===== src/rtl/mac_pkg.sv =====
// Shared types, defaults and arithmetic helpers for the MAC accumulator.
package mac_pkg;

    localparam int WIDTH_DEF = 8;
    localparam int ACC_W_DEF = 24;
    localparam int LEN_DEF   = 8;

    // Helpers work at a fixed wide width; callers pass their real width.
    localparam int MAX_W = 64;

    typedef logic signed [MAX_W-1:0] wide_t;

    // Which bound, if any, a wide sum crosses for a given accumulator width.
    typedef struct packed {
        logic hi;
        logic lo;
    } sat_dir_t;

    function automatic wide_t acc_max(input int w);
        return (wide_t'(1) <<< (w - 1)) - wide_t'(1);
    endfunction

    function automatic wide_t acc_min(input int w);
        return -acc_max(w) - wide_t'(1);
    endfunction

    localparam wide_t ACC_MAX = acc_max(ACC_W_DEF);
    localparam wide_t ACC_MIN = acc_min(ACC_W_DEF);

    // Sign-extend the low w bits of v to the full wide width.
    function automatic wide_t sign_ext(input logic [MAX_W-1:0] v, input int w);
        wide_t t;
        t = $signed(v << (MAX_W - w));
        return t >>> (MAX_W - w);
    endfunction

    // Report whether s lies above or below the signed range of a w-bit value.
    function automatic sat_dir_t sat_dir(input wide_t s, input int w);
        sat_dir_t d;
        d.hi = (s > acc_max(w));
        d.lo = (s < acc_min(w));
        return d;
    endfunction

endpackage


===== src/rtl/mac_accum_if.sv =====
// Product input, group control and result handshake of the MAC accumulator.
interface mac_accum_if #(
    parameter int WIDTH = 8,
    parameter int ACC_W = 24,
    parameter int LEN   = 8
);
    logic                          prod_valid;
    logic signed [2*WIDTH-1:0]     prod;
    logic                          clear;
    logic                          out_valid;
    logic                          out_ready;
    logic signed [ACC_W-1:0]       out_sum;
    logic                          out_sat;
    logic                          overrun;
    logic [$clog2(LEN+1)-1:0]      count;

    // Producer/consumer side (multiplier plus result sink).
    modport master (
        output prod_valid, prod, clear, out_ready,
        input  out_valid, out_sum, out_sat, overrun, count
    );

    // Accumulator side.
    modport slave (
        input  prod_valid, prod, clear, out_ready,
        output out_valid, out_sum, out_sat, overrun, count
    );
endinterface


===== src/rtl/mac_accum_sat_add.sv =====
// Signed ACC_W add that clamps to the representable range and flags clamping.
module sat_add
    import mac_pkg::*;
#(
    parameter int ACC_W = ACC_W_DEF
) (
    input  logic signed [ACC_W-1:0] a,
    input  logic signed [ACC_W-1:0] b,
    output logic signed [ACC_W-1:0] sum,
    output logic                    ovf
);

    wide_t    a_w;
    wide_t    b_w;
    wide_t    raw;
    sat_dir_t dir;

    // Add with headroom, then clamp to [-2^(ACC_W-1), 2^(ACC_W-1)-1].
    always_comb begin
        a_w = sign_ext({{(MAX_W-ACC_W){1'b0}}, a}, ACC_W);
        b_w = sign_ext({{(MAX_W-ACC_W){1'b0}}, b}, ACC_W);
        raw = a_w + b_w;
        dir = sat_dir(raw, ACC_W);
        sum = raw[ACC_W-1:0];
        if (dir.hi) begin
            sum = {1'b0, {(ACC_W-1){1'b1}}};
        end else if (dir.lo) begin
            sum = {1'b1, {(ACC_W-1){1'b0}}};
        end
        ovf = dir.hi | dir.lo;
    end

endmodule


===== src/rtl/mac_accum.sv =====
// Accumulates fixed-length groups of signed products into saturating dot
// products, presented through a one-entry valid/ready result register.
module mac_accum
    import mac_pkg::*;
#(
    parameter int WIDTH = WIDTH_DEF,
    parameter int ACC_W = ACC_W_DEF,
    parameter int LEN   = LEN_DEF
) (
    input  logic       clk,
    input  logic       rst,
    mac_accum_if.slave bus
);

    localparam int CNT_W     = (LEN > 1) ? $clog2(LEN) : 1;
    localparam int CNT_OUT_W = $clog2(LEN + 1);

    logic signed [ACC_W-1:0] acc;
    logic signed [ACC_W-1:0] prod_ext;
    logic signed [ACC_W-1:0] add_sum;
    logic signed [ACC_W-1:0] acc_nxt;
    logic signed [ACC_W-1:0] out_sum_q;
    logic [CNT_W-1:0]        cnt;
    logic [CNT_W-1:0]        cnt_eff;
    logic                    grp_sat;
    logic                    add_ovf;
    logic                    sat_nxt;
    logic                    group_start;
    logic                    group_last;
    logic                    can_load;
    logic                    out_valid_q;
    logic                    out_sat_q;
    logic                    overrun_q;

    assign prod_ext = ACC_W'(bus.prod);

    sat_add #(.ACC_W(ACC_W)) u_sat_add (
        .a   (acc),
        .b   (prod_ext),
        .sum (add_sum),
        .ovf (add_ovf)
    );

    // A clear coinciding with a product makes that product element 0 of a new
    // group, so the effective count and start condition fold clear in first.
    always_comb begin
        cnt_eff     = bus.clear ? '0 : cnt;
        group_start = (cnt_eff == '0);
        group_last  = (cnt_eff == CNT_W'(LEN - 1));
        acc_nxt     = group_start ? prod_ext : add_sum;
        sat_nxt     = group_start ? 1'b0 : (grp_sat | add_ovf);
        can_load    = !out_valid_q || bus.out_ready;
    end

    // Group accumulation, result register load/consume and sticky overrun.
    always_ff @(posedge clk) begin
        if (rst) begin
            acc         <= '0;
            cnt         <= '0;
            grp_sat     <= 1'b0;
            out_valid_q <= 1'b0;
            out_sum_q   <= '0;
            out_sat_q   <= 1'b0;
            overrun_q   <= 1'b0;
        end else begin
            if (out_valid_q && bus.out_ready) begin
                out_valid_q <= 1'b0;
            end
            if (bus.prod_valid) begin
                acc     <= acc_nxt;
                grp_sat <= sat_nxt;
                cnt     <= group_last ? '0 : cnt_eff + 1'b1;
                if (group_last) begin
                    if (can_load) begin
                        out_valid_q <= 1'b1;
                        out_sum_q   <= acc_nxt;
                        out_sat_q   <= sat_nxt;
                    end else begin
                        overrun_q   <= 1'b1;
                    end
                end
            end else if (bus.clear) begin
                acc     <= '0;
                cnt     <= '0;
                grp_sat <= 1'b0;
            end
        end
    end

    assign bus.out_valid = out_valid_q;
    assign bus.out_sum   = out_sum_q;
    assign bus.out_sat   = out_sat_q;
    assign bus.overrun   = overrun_q;
    assign bus.count     = CNT_OUT_W'(cnt);

endmodule


===== src/flat_wrapper.sv =====
// flat-port wrapper written by rule: the top's interface ports become plain ports
module mac_accum_flat import mac_pkg::*;
#(
    parameter int WIDTH = WIDTH_DEF,
    parameter int ACC_W = ACC_W_DEF,
    parameter int LEN   = LEN_DEF
)
  (clk, rst, bus_prod_valid, bus_prod, bus_clear, bus_out_ready, bus_out_valid, bus_out_sum, bus_out_sat, bus_overrun, bus_count);
  mac_accum_if #(.WIDTH(WIDTH), .ACC_W(ACC_W), .LEN(LEN)) bus_i ();
  input  logic clk;
  input  logic rst;
  input wire logic [$bits(bus_i.prod_valid)-1:0] bus_prod_valid;
  input wire logic [$bits(bus_i.prod)-1:0] bus_prod;
  input wire logic [$bits(bus_i.clear)-1:0] bus_clear;
  input wire logic [$bits(bus_i.out_ready)-1:0] bus_out_ready;
  output wire logic [$bits(bus_i.out_valid)-1:0] bus_out_valid;
  output wire logic [$bits(bus_i.out_sum)-1:0] bus_out_sum;
  output wire logic [$bits(bus_i.out_sat)-1:0] bus_out_sat;
  output wire logic [$bits(bus_i.overrun)-1:0] bus_overrun;
  output wire logic [$bits(bus_i.count)-1:0] bus_count;
  assign bus_i.prod_valid = bus_prod_valid;
  assign bus_i.prod = bus_prod;
  assign bus_i.clear = bus_clear;
  assign bus_i.out_ready = bus_out_ready;
  assign bus_out_valid = bus_i.out_valid;
  assign bus_out_sum = bus_i.out_sum;
  assign bus_out_sat = bus_i.out_sat;
  assign bus_overrun = bus_i.overrun;
  assign bus_count = bus_i.count;
  mac_accum #(.WIDTH(WIDTH), .ACC_W(ACC_W), .LEN(LEN)) u_core (.clk(clk), .rst(rst), .bus(bus_i));
endmodule

===== config.mk =====
export PLATFORM = sky130hd
export DESIGN_NAME = mac_accum_flat
export DESIGN_NICKNAME = d
export VERILOG_FILES = /design/src/rtl/mac_pkg.sv /design/src/rtl/mac_accum_if.sv /design/src/rtl/mac_accum_sat_add.sv /design/src/rtl/mac_accum.sv /design/src/flat_wrapper.sv
export SDC_FILE = /design/constraint.sdc
export NUM_CORES = 1
export LEC_CHECK = 0
export CAP_MARGIN = 20
export CORE_AREA = 2 2 99 101
export DETAILED_ROUTE_END_ITERATION = 10
export DIE_AREA = 0 0 101 103
export MAX_ROUTING_LAYER = met4
export PLACE_DENSITY_LB_ADDON = 0.3
export SLEW_MARGIN = 10
export SYNTH_ARGS = -nofsm -noshare
export SYNTH_HDL_FRONTEND = slang
export SYNTH_SLANG_ARGS = --single-unit

===== constraint.sdc =====
create_clock -name clk -period 3.5 [get_ports clk]
set_input_delay 0.875 -clock clk [delete_from_list [all_inputs] [get_ports clk]]
set_output_delay 0.875 -clock clk [all_outputs]
set_load 0.005 [all_outputs]

**Yosys cells after proc, flatten, opt, wreduce, memory -nomap -nowiden**

Index checks and enable logic that the tools add are counted.

- Flip-flop bits (word level): 55
- Bits of input ports: 21

- Add/sub/neg operators: 2
- Equality and inequality tests: 1
- Magnitude comparators: 2
- Mux-type cells: 15
- Reduce and logical (&&, ||, !) cells: 7
- Bitwise logic cells: 3

Operator list:

| cell | count |
|---|---|
| 2-to-1 mux 24 bit | 5 |
| adder 24 x 16 -> 25 bit | 1 |
| > comparator 25 x 24 -> 1 bit (second input constant) | 1 |
| less-than comparator 25 x 24 -> 1 bit (second input constant) | 1 |
| 2-to-1 mux 3 bit | 3 |
| 2-to-1 mux 1 bit | 7 |
| AND reduction 3 bit | 2 |
| adder 3 x 1 -> 3 bit (second input constant) | 1 |
| == test 3 bit (second input constant) | 1 |
| logical NOT 3 bit | 1 |
| OR 1 bit | 2 |
| nonzero test 2 bit | 1 |
| logical AND 1 bit | 1 |
| logical NOT 1 bit | 1 |
| logical OR 1 bit | 1 |
| NOT 1 bit | 1 |

**Logic depth before layout (Yosys ltp)**

Gate-level depths: netlist (run 1).

- Depth in word-level cells: 6
- Depth in mapped cells: 12

**By module**

From an unflattened synthesis (run 1), not the netlist that was laid out.

- Cell total of the unflattened synthesis: 588
- Area total of the unflattened synthesis: 4,658.2 µm²

Modules (own cells, without submodules):

| module | cells each | times used | area each (µm²) | sequential area each (µm²) |
|---|---|---|---|---|
| mac_accum | 301 | 1 | 2,587.5 | 1,101.1 |
| sat_add | 287 | 1 | 2,070.7 | 0.0 |

**Worst setup path after synthesis (run 1)**

No wires, ideal clock.

- Path kind: input to register
- Start: input port bus_prod[0]
- End: register u_core.out_sat_q, in the netlist u_core.bus.out_sat
- Stages on the path: 11
- Path buffers: 0
- Setup slack: 0.312 ns
- Arrival: 3.085 ns
- Cell sequence: ha_1 -> inv_1 -> fa_1 -> nand2b_1 -> a21o_1 -> a211o_1 -> a21oi_1 -> o32a_1 -> nand2_1 -> nor4b_1 -> a2111oi_2

- Word-level cells in the longest chain between the ends: 5

RTL lines:

| element | RTL line | text |
|---|---|---|
| start: declaration | flat_wrapper.sv:13 | `input wire logic [$bits(bus_i.prod)-1:0] bus_prod;` |
| adder 24 x 16 -> 25 bit (*) | mac_accum_sat_add.sv:22 | `raw = a_w + b_w;` |
| > comparator 25 x 24 -> 1 bit or less-than comparator 25 x 24 -> 1 bit (tied branches) | mac_pkg.sv:40, mac_pkg.sv:41 |  |
| OR 1 bit (*) | mac_accum_sat_add.sv:30 | `ovf = dir.hi \| dir.lo;` |
| OR 1 bit (*) | mac_accum.sv:51 | `sat_nxt = group_start ? 1'b0 : (grp_sat \| add_ovf);` |
| 2-to-1 mux 1 bit (*) | mac_accum.sv:51 |  |
| end signal: assignment | mac_accum.sv:77 | `out_sat_q <= sat_nxt;` |
| end: declaration | mac_accum.sv:32 | `logic out_sat_q;` |

Every way passes the cells marked *; elsewhere a longest branch is shown, timed or not.
A chain may end at the register's enable or synchronous reset.

**Final worst setup path (run 1)**

- Start: input port bus_prod[15]
- End: register u_core.acc[9]

- Word-level cells in the longest chain between the ends: 6

RTL lines:

| element | RTL line | text |
|---|---|---|
| adder 24 x 16 -> 25 bit (*) | mac_accum_sat_add.sv:22 |  |
| less-than comparator 25 x 24 -> 1 bit | mac_pkg.sv:41 | `d.lo = (s < acc_min(w));` |
| 2-to-1 mux 24 bit | mac_accum_sat_add.sv:27 | `end else if (dir.lo) begin` |
| 2-to-1 mux 24 bit (*) | mac_accum_sat_add.sv:25 | `if (dir.hi) begin` |
| 2-to-1 mux 24 bit (*) | mac_accum.sv:50 | `acc_nxt = group_start ? prod_ext : add_sum;` |
| 2-to-1 mux 24 bit (*) | mac_accum.sv:69 | `if (bus.prod_valid) begin` |
| end signal: assignment | mac_accum.sv:70 | `acc <= acc_nxt;` |
| end: declaration | mac_accum.sv:18 | `logic signed [ACC_W-1:0] acc;` |

Marked as above.

==> results of run 1 <==
==> through the flow <==
stage / total power, mW / std cells / worst slack (ps)
3_3_place_gp: 1.33 / 654 / -359
5_1_grt: 1.82 / 665 / -8.11
4_1_cts: 1.71 / 662 / 22.2
6_report: 1.72 / 665 / 84.9
3_5_place_dp: 1.34 / 654 / -413
2_1_floorplan: 1.05 / 417 / 312
==> worst max path at each step <==
stage                                   endpoint          from  depth (start not counted)
final                              u_core.acc[9]  bus_prod[15]                         12
after global routing              u_core.acc[22]  bus_prod[15]                         11
after CTS                  u_core.bus.out_sum[0]  bus_prod[15]                         11
after global placement     u_core.bus.out_sum[3]  bus_prod[15]                         11
after floorplan               u_core.bus.out_sat   bus_prod[0]                         11
after detailed placement  u_core.bus.out_sum[21]   bus_prod[0]                         13
==> Yosys cell counts (3+ instances only) <==
master    count  share of area
o32ai_1       3         0.0072
xor2_1       11          0.026
clkbuf_1      9         0.0093
o21ai_2       9          0.022
nand2b_1     19          0.033
nor2b_1       6          0.010
dfxtp_1      55           0.30
a211o_1       7          0.017
a21o_1        7          0.014
a31oi_1       6          0.010
and3_1       15          0.026
nor2_2        3         0.0052
a21oi_1      35          0.048
ha_1         27          0.093
a32o_1       11          0.030
o31ai_1       5          0.010
nand3_1       6         0.0083
o21ai_0      17          0.023
a31o_2       11          0.026
nand2_1      33          0.034
nor2_1       25          0.026
and2_1        3         0.0052
inv_1        11          0.011
o211ai_1      3         0.0062
a21boi_0      4         0.0083
nand4_1       4         0.0069
nor3_1        7         0.0096
xnor2_1      10          0.024
a221o_1      12          0.033
==> power breakdown <==
group,switching [mW],internal [mW]
registers,0.0185,0.653
clock network,0.225,0.140
logic,0.353,0.334
==> worst max-delay path, cell delays in order <==
cell and delay, ps:
clkdlybuf4s50_1 420, buf_4 150, ha_1 320, a21oi_1 220, o21ai_1 130, a21oi_1 230
o21bai_1 130, o32a_1 400, a21oi_4 230, buf_6 200, o21ai_2 80, a32o_1 240
==> what timing repair did <==
action                                  CTS  global route
gates resized for setup                   7            18
buffers inserted                          0             3
endpoints found under the setup margin   26            43
pin swaps                                 0             7
==> per-layer routing <==
| layer | vias up | routed length, µm | GRT usage |
|---|---|---|---|
| met5 | - | 0 | - |
| li1 | 1841 | - | - |
| met3 | 20 | 315 | 0.0278 |
| met2 | 62 | 5170 | 0.364 |
| met1 | 1764 | 4950 | 0.270 |
| met4 | 0 | 238 | 0.0624 |
==> cell type report <==
cell class / instances / area (µm²) / share of cell area
clock buffers: 5 / 68.8 / 0.0135
flip-flops and latches: 55 / 1100 / 0.216
multi-input cells: 336 / 2500 / 0.492
repair buffers: 141 / 1210 / 0.239
clock inverters: 3 / 20.0 / 0.00393
well taps: 114 / 143 / 0.0280
inverters: 11 / 41.3 / 0.00811
==> flip-flops by register name, summed over array words and instances (netlist names) <==
register	flops
u_core.acc	24
u_core.cnt	3
u_core.bus.out_valid	1
u_core.grp_sat	1
u_core.bus.out_sum	24
u_core.bus.out_sat	1
u_core.bus.overrun	1
==> cell families (layout without fill, tap and decap cells) <==
kind of cell,count (synthesis),in the layout
compound gates,151,151
buf+inv,26,160
other cells,1,1
xor+xnor,21,21
simple gates,134,134
mux,1,1
flops,55,55
fa+ha+maj,28,28
==> impl_metrics.ini, run 1 <==
[outcome]
outcome = finished clean

[yosys]
synth_top_family_by_area = compound AO/OA/AOI/OAI gates
yosys.area_share.simple = 0.203
async_reset_ff_frac = 0
synthAdderAreaFrac = 0.0983
synth.avg_cell_area_um2 = 8.73
synth_nets = 466
post_synth_instance_area_um2 = 3640
syn-instance-count = 417
ys_seq_area_frac = 0.303
ys_seq_elements = 55
synth_compound_area_frac = 0.309
synth_mux_area_frac = 0.00275
ys_warn_count = 0
synth-edff-count = 0
synth_xor_area_frac = 0.0506
netlist-cell-type-count = 63
synth_ff_type = dfxtp_1

[clocking]
cts.htree.levels = 2
path_clk_slew_ps = 110
cts_tree = built
postCtsHoldBufs = 0
clockBufferDepth = 2
cts_buffers = 5
clock_sinks = 55
clockRootBuffer = clkbuf_8
clock_latency_ps = 320

[min_path]
hold_path.class = flop to flop
whs_path_depth = 2
hp-start = u_core.acc[0]
holdPathEnd = u_core.acc[0]

[place]
gp_congestion = 0.929
dpl_cell_area_um2 = 4900
place_hpwl_mm = 8.23
io_buffers = 50

[worst_setup_path]
r2r_slack_ps = 690
worst-r2r-cell-count = 12
timing.rr.end = u_core.bus.out_sum[3]
worstSetupPathType = input port to flop
path_max_fanout = 8
end_kind = flop
r2r_start = u_core.acc[0]
cp.required_ps = 3710
crit_arrival_ps = 3630
cp-start-kind = input port

[pwr]
irDropWorstVdd_v = 0.000167
power_density_nw_per_um2 = 339
cellLeakagePower_nw = 2.24

[grt]
grt_usage = 0.215
grt_max_degree = 25
grt_pass1_vias = 3719
gr-total-overflow = 0
grt_pass1_wl_mm = 17.4
antenna_found_initial = 0

[route]
dr.first_iter.drc_count = 132
ant_nets = 0
drtPass1Iterations = 4
drcViolationCount = 0
avgViaCountPerCell = 5.54
wl_per_cell_um = 16.0
routed_wl_mm = 10.7
via_count = 3687

[timing]
finalSetupTns_ps = 0
setup_viol_count_final = 0
final.min_clock_period_ps = 3420
tightest_slew_ps = 681
finalMaxSlewViolations = 0
relSlewSlack = 0.541
timing.hold.ws_ps = 481
hold_viol = 0
finalClockSkew_ps = 10.4
period_share = 0.976
max_freq_ghz = 0.293

[die]
fp.coreArea_um2 = 9460
row_count = 36
die-area_um2 = 10400
dieWidth_um = 101
initial_core_util = 0.385
fp.dieH_um = 103
pin_count = 52

[layout]
nFillCells = 865
syn_to_final_growth_pct = 39.9
final_common_cell = buf_4
final_cell_mix = buf_4, dfxtp_1, clkdlybuf4s50_1, a21oi_1, nand2_1
n_antenna_cell = 0
utilization = 0.538
drive_above_1_share = 0.270
nets = 599
finalInstanceArea_um2 = 5090

[flow_run]
maxCapViolCount = 0
Note: power is estimated with default switching activity, not from simulation.
==> run 2, diff against run 1 <==
- ABC_AREA: unset -> 1
- CORE_AREA: 2 2 99 101 -> 5 5 104 106
- DIE_AREA: 0 0 101 103 -> 0 0 109 111
==> impl_metrics.ini, run 2 <==
[outcome]
outcome = finished clean

[timing]
max_freq_ghz = 0.314
finalWorstSetupSlack_ps = 314
final.min_clock_period_ps = 3190
setup_viol_count_final = 0
finalSetupTns_ps = 0
finalClockSkew_ps = 9.35
timing.hold.ws_ps = 471
relSlewSlack = 0.500
rsz0062_at_grt = no
tightest_slew_ps = 749
period_share = 0.910
hold_viol = 0
finalMaxSlewViolations = 0

[worst_setup_path]
timing.rr.end = u_core.acc[6]
end_kind = flop
worst-r2r-cell-count = 14
cp.required_ps = 3740
crit_arrival_ps = 3430
worstSetupPathType = input port to flop
r2r_start = u_core.acc[0]
cp-start-kind = input port
r2r_slack_ps = 1010
path_max_fanout = 3

[yosys]
ys_seq_elements = 55
syn-instance-count = 643
synth_top_area_frac = 0.274
synth.cells.most_frequent = nand2_1, a21oi_1, inv_1, dfxtp_1, nand3_1
synth-edff-count = 0
synth_nets = 692
synthTopCellsByArea = dfxtp_1, nand2_1, a21oi_1, ha_1, inv_1
yosysMostFrequentCell = nand2_1
ys_warn_count = 0
post_synth_instance_area_um2 = 4020
netlist-cell-type-count = 31
synth.avg_cell_area_um2 = 6.25
synth.largest_area_cell = dfxtp_1
synth_ff_type = dfxtp_1
async_reset_ff_frac = 0
ys_seq_area_frac = 0.274

[route]
routed_wl_mm = 11.7
drtPass1Iterations = 6
wl_per_cell_um = 14.1
dr.first_iter.drc_count = 310
drcViolationCount = 0
via_count = 4206
ant_nets = 0
avgViaCountPerCell = 5.04

[clocking]
cts.htree.levels = 2
cts_buffers = 5
clockBufferDepth = 2
cts_resized = 0
postCtsHoldBufs = 0
cts_tree = built
post-cts-setup-buffer-count = 0
clock_latency_ps = 320
path_clk_slew_ps = 110
clockRootBuffer = clkbuf_8
clock_sinks = 55

[min_path]
holdPathEnd = u_core.grp_sat
hp-start = u_core.grp_sat
whs_path_depth = 2
hold_path.class = flop to flop

[grt]
grt_usage = 0.204
antenna_found_initial = 0
grt_max_degree = 30
grt_pass1_wl_mm = 19.6
grt_pass1_vias = 4088
gr-total-overflow = 0

[pwr]
power_density_nw_per_um2 = 338
cellLeakagePower_nw = 2.41
power_mw = 1.64
irDropWorstVdd_v = 0.000214

[place]
place_ws_ps = -20.0
gp_congestion = 0.937
place_inst = 826
place_hpwl_mm = 9.12
dpl_cell_area_um2 = 4780
io_buffers = 50

[layout]
nets = 749
finalInstanceArea_um2 = 4860
drive_above_1_share = 0.0827
final_common_cell = nand2_1
n_antenna_cell = 0
syn_to_final_growth_pct = 21.1
utilization = 0.502
final_cells = 834
final_cell_mix = nand2_1, a21oi_1, inv_1, dfxtp_1, clkdlybuf4s50_1

[die]
initial_core_util = 0.415
fp.coreArea_um2 = 9680
row_count = 36
pin_count = 52
fp.dieH_um = 111
dieWidth_um = 109
die-area_um2 = 12100

[flow_run]
maxCapViolCount = 0
==> run 2: changes by cell type after synthesis, moves of 9 or more <==
cell | previous run | this run
nand2b_1 | 19 | 0
nand3_1 | 6 | 43
and3_1 | 15 | 1
a32o_1 | 11 | 0
o21ai_2 | 9 | 0
a221o_1 | 12 | 0
inv_1 | 11 | 65
a31o_2 | 11 | 0
nand2_1 | 33 | 215
or2_2 | 0 | 15
a21oi_1 | 35 | 74
o21ai_0 | 17 | 37
nor2_1 | 25 | 34
==> run 2: kinds of logic (layout without fill, tap and decap cells) <==
logic type,count (synthesis),after routing,share of synthesized area
other,1,1,0.000933
XOR/XNOR,15,15,0.0327
AND/OR/NAND/NOR,333,333,0.350
adder cells (fa/ha/maj),28,28,0.0891
buffers and inverters,88,146,0.0906
AO/OA/AOI/OAI,123,123,0.162
flip-flops,55,55,0.274
==> run 2: worst max path at each step <==
stage,startpoint,endpoint,cells past startpoint
floorplan,bus_prod[0],u_core.acc[0],16
global placement,bus_prod[15],u_core.bus.out_sum[16],17
detailed placement,bus_prod[0],u_core.bus.out_sum[19],17
CTS,bus_prod[0],u_core.acc[6],15
global route,bus_prod[0],u_core.acc[22],17
finish,bus_prod[0],u_core.acc[6],15
==> run 2: per-layer routing <==
layer / vias to the layer above / share of wire / global-route usage
li1: 2193 / - / -
met4: 0 / 0.017 / 0.0497
met1: 1888 / 0.48 / 0.270
met3: 15 / 0.048 / 0.0390
met5: - / 0 / -
met2: 110 / 0.46 / 0.319
==> run 2: area by class of cell <==
cell class | instances | area [µm²]
fillers | 1025 | 4820
multi-input cells | 500 | 2550
flip-flops and latches | 55 | 1100
repair buffers | 73 | 711
inverters | 65 | 244
well taps | 133 | 166
clock buffers | 5 | 68.8
clock inverters | 3 | 18.8
==> run 2: where the power goes <==
part	total, mW	internal (mW)	switching [mW]
clock	0.373	0.142	0.231
sequential	0.665	0.650	0.0151
combinational	0.606	0.241	0.365
total	1.64	1.03	0.611
==> run 2: worst max-delay path: stages <==
cell             delay [ps]
clkdlybuf4s50_1         490
ha_1                    200
inv_1                    80
fa_1                    410
inv_1                   100
nand2_1                  70
o21ai_0                 330
nand2_1                  90
nand2_1                 130
buf_4                   130
xor2_1                  140
nand2_1                  60
nand2_1                  80
nand3_1                  70
a21oi_1                 160
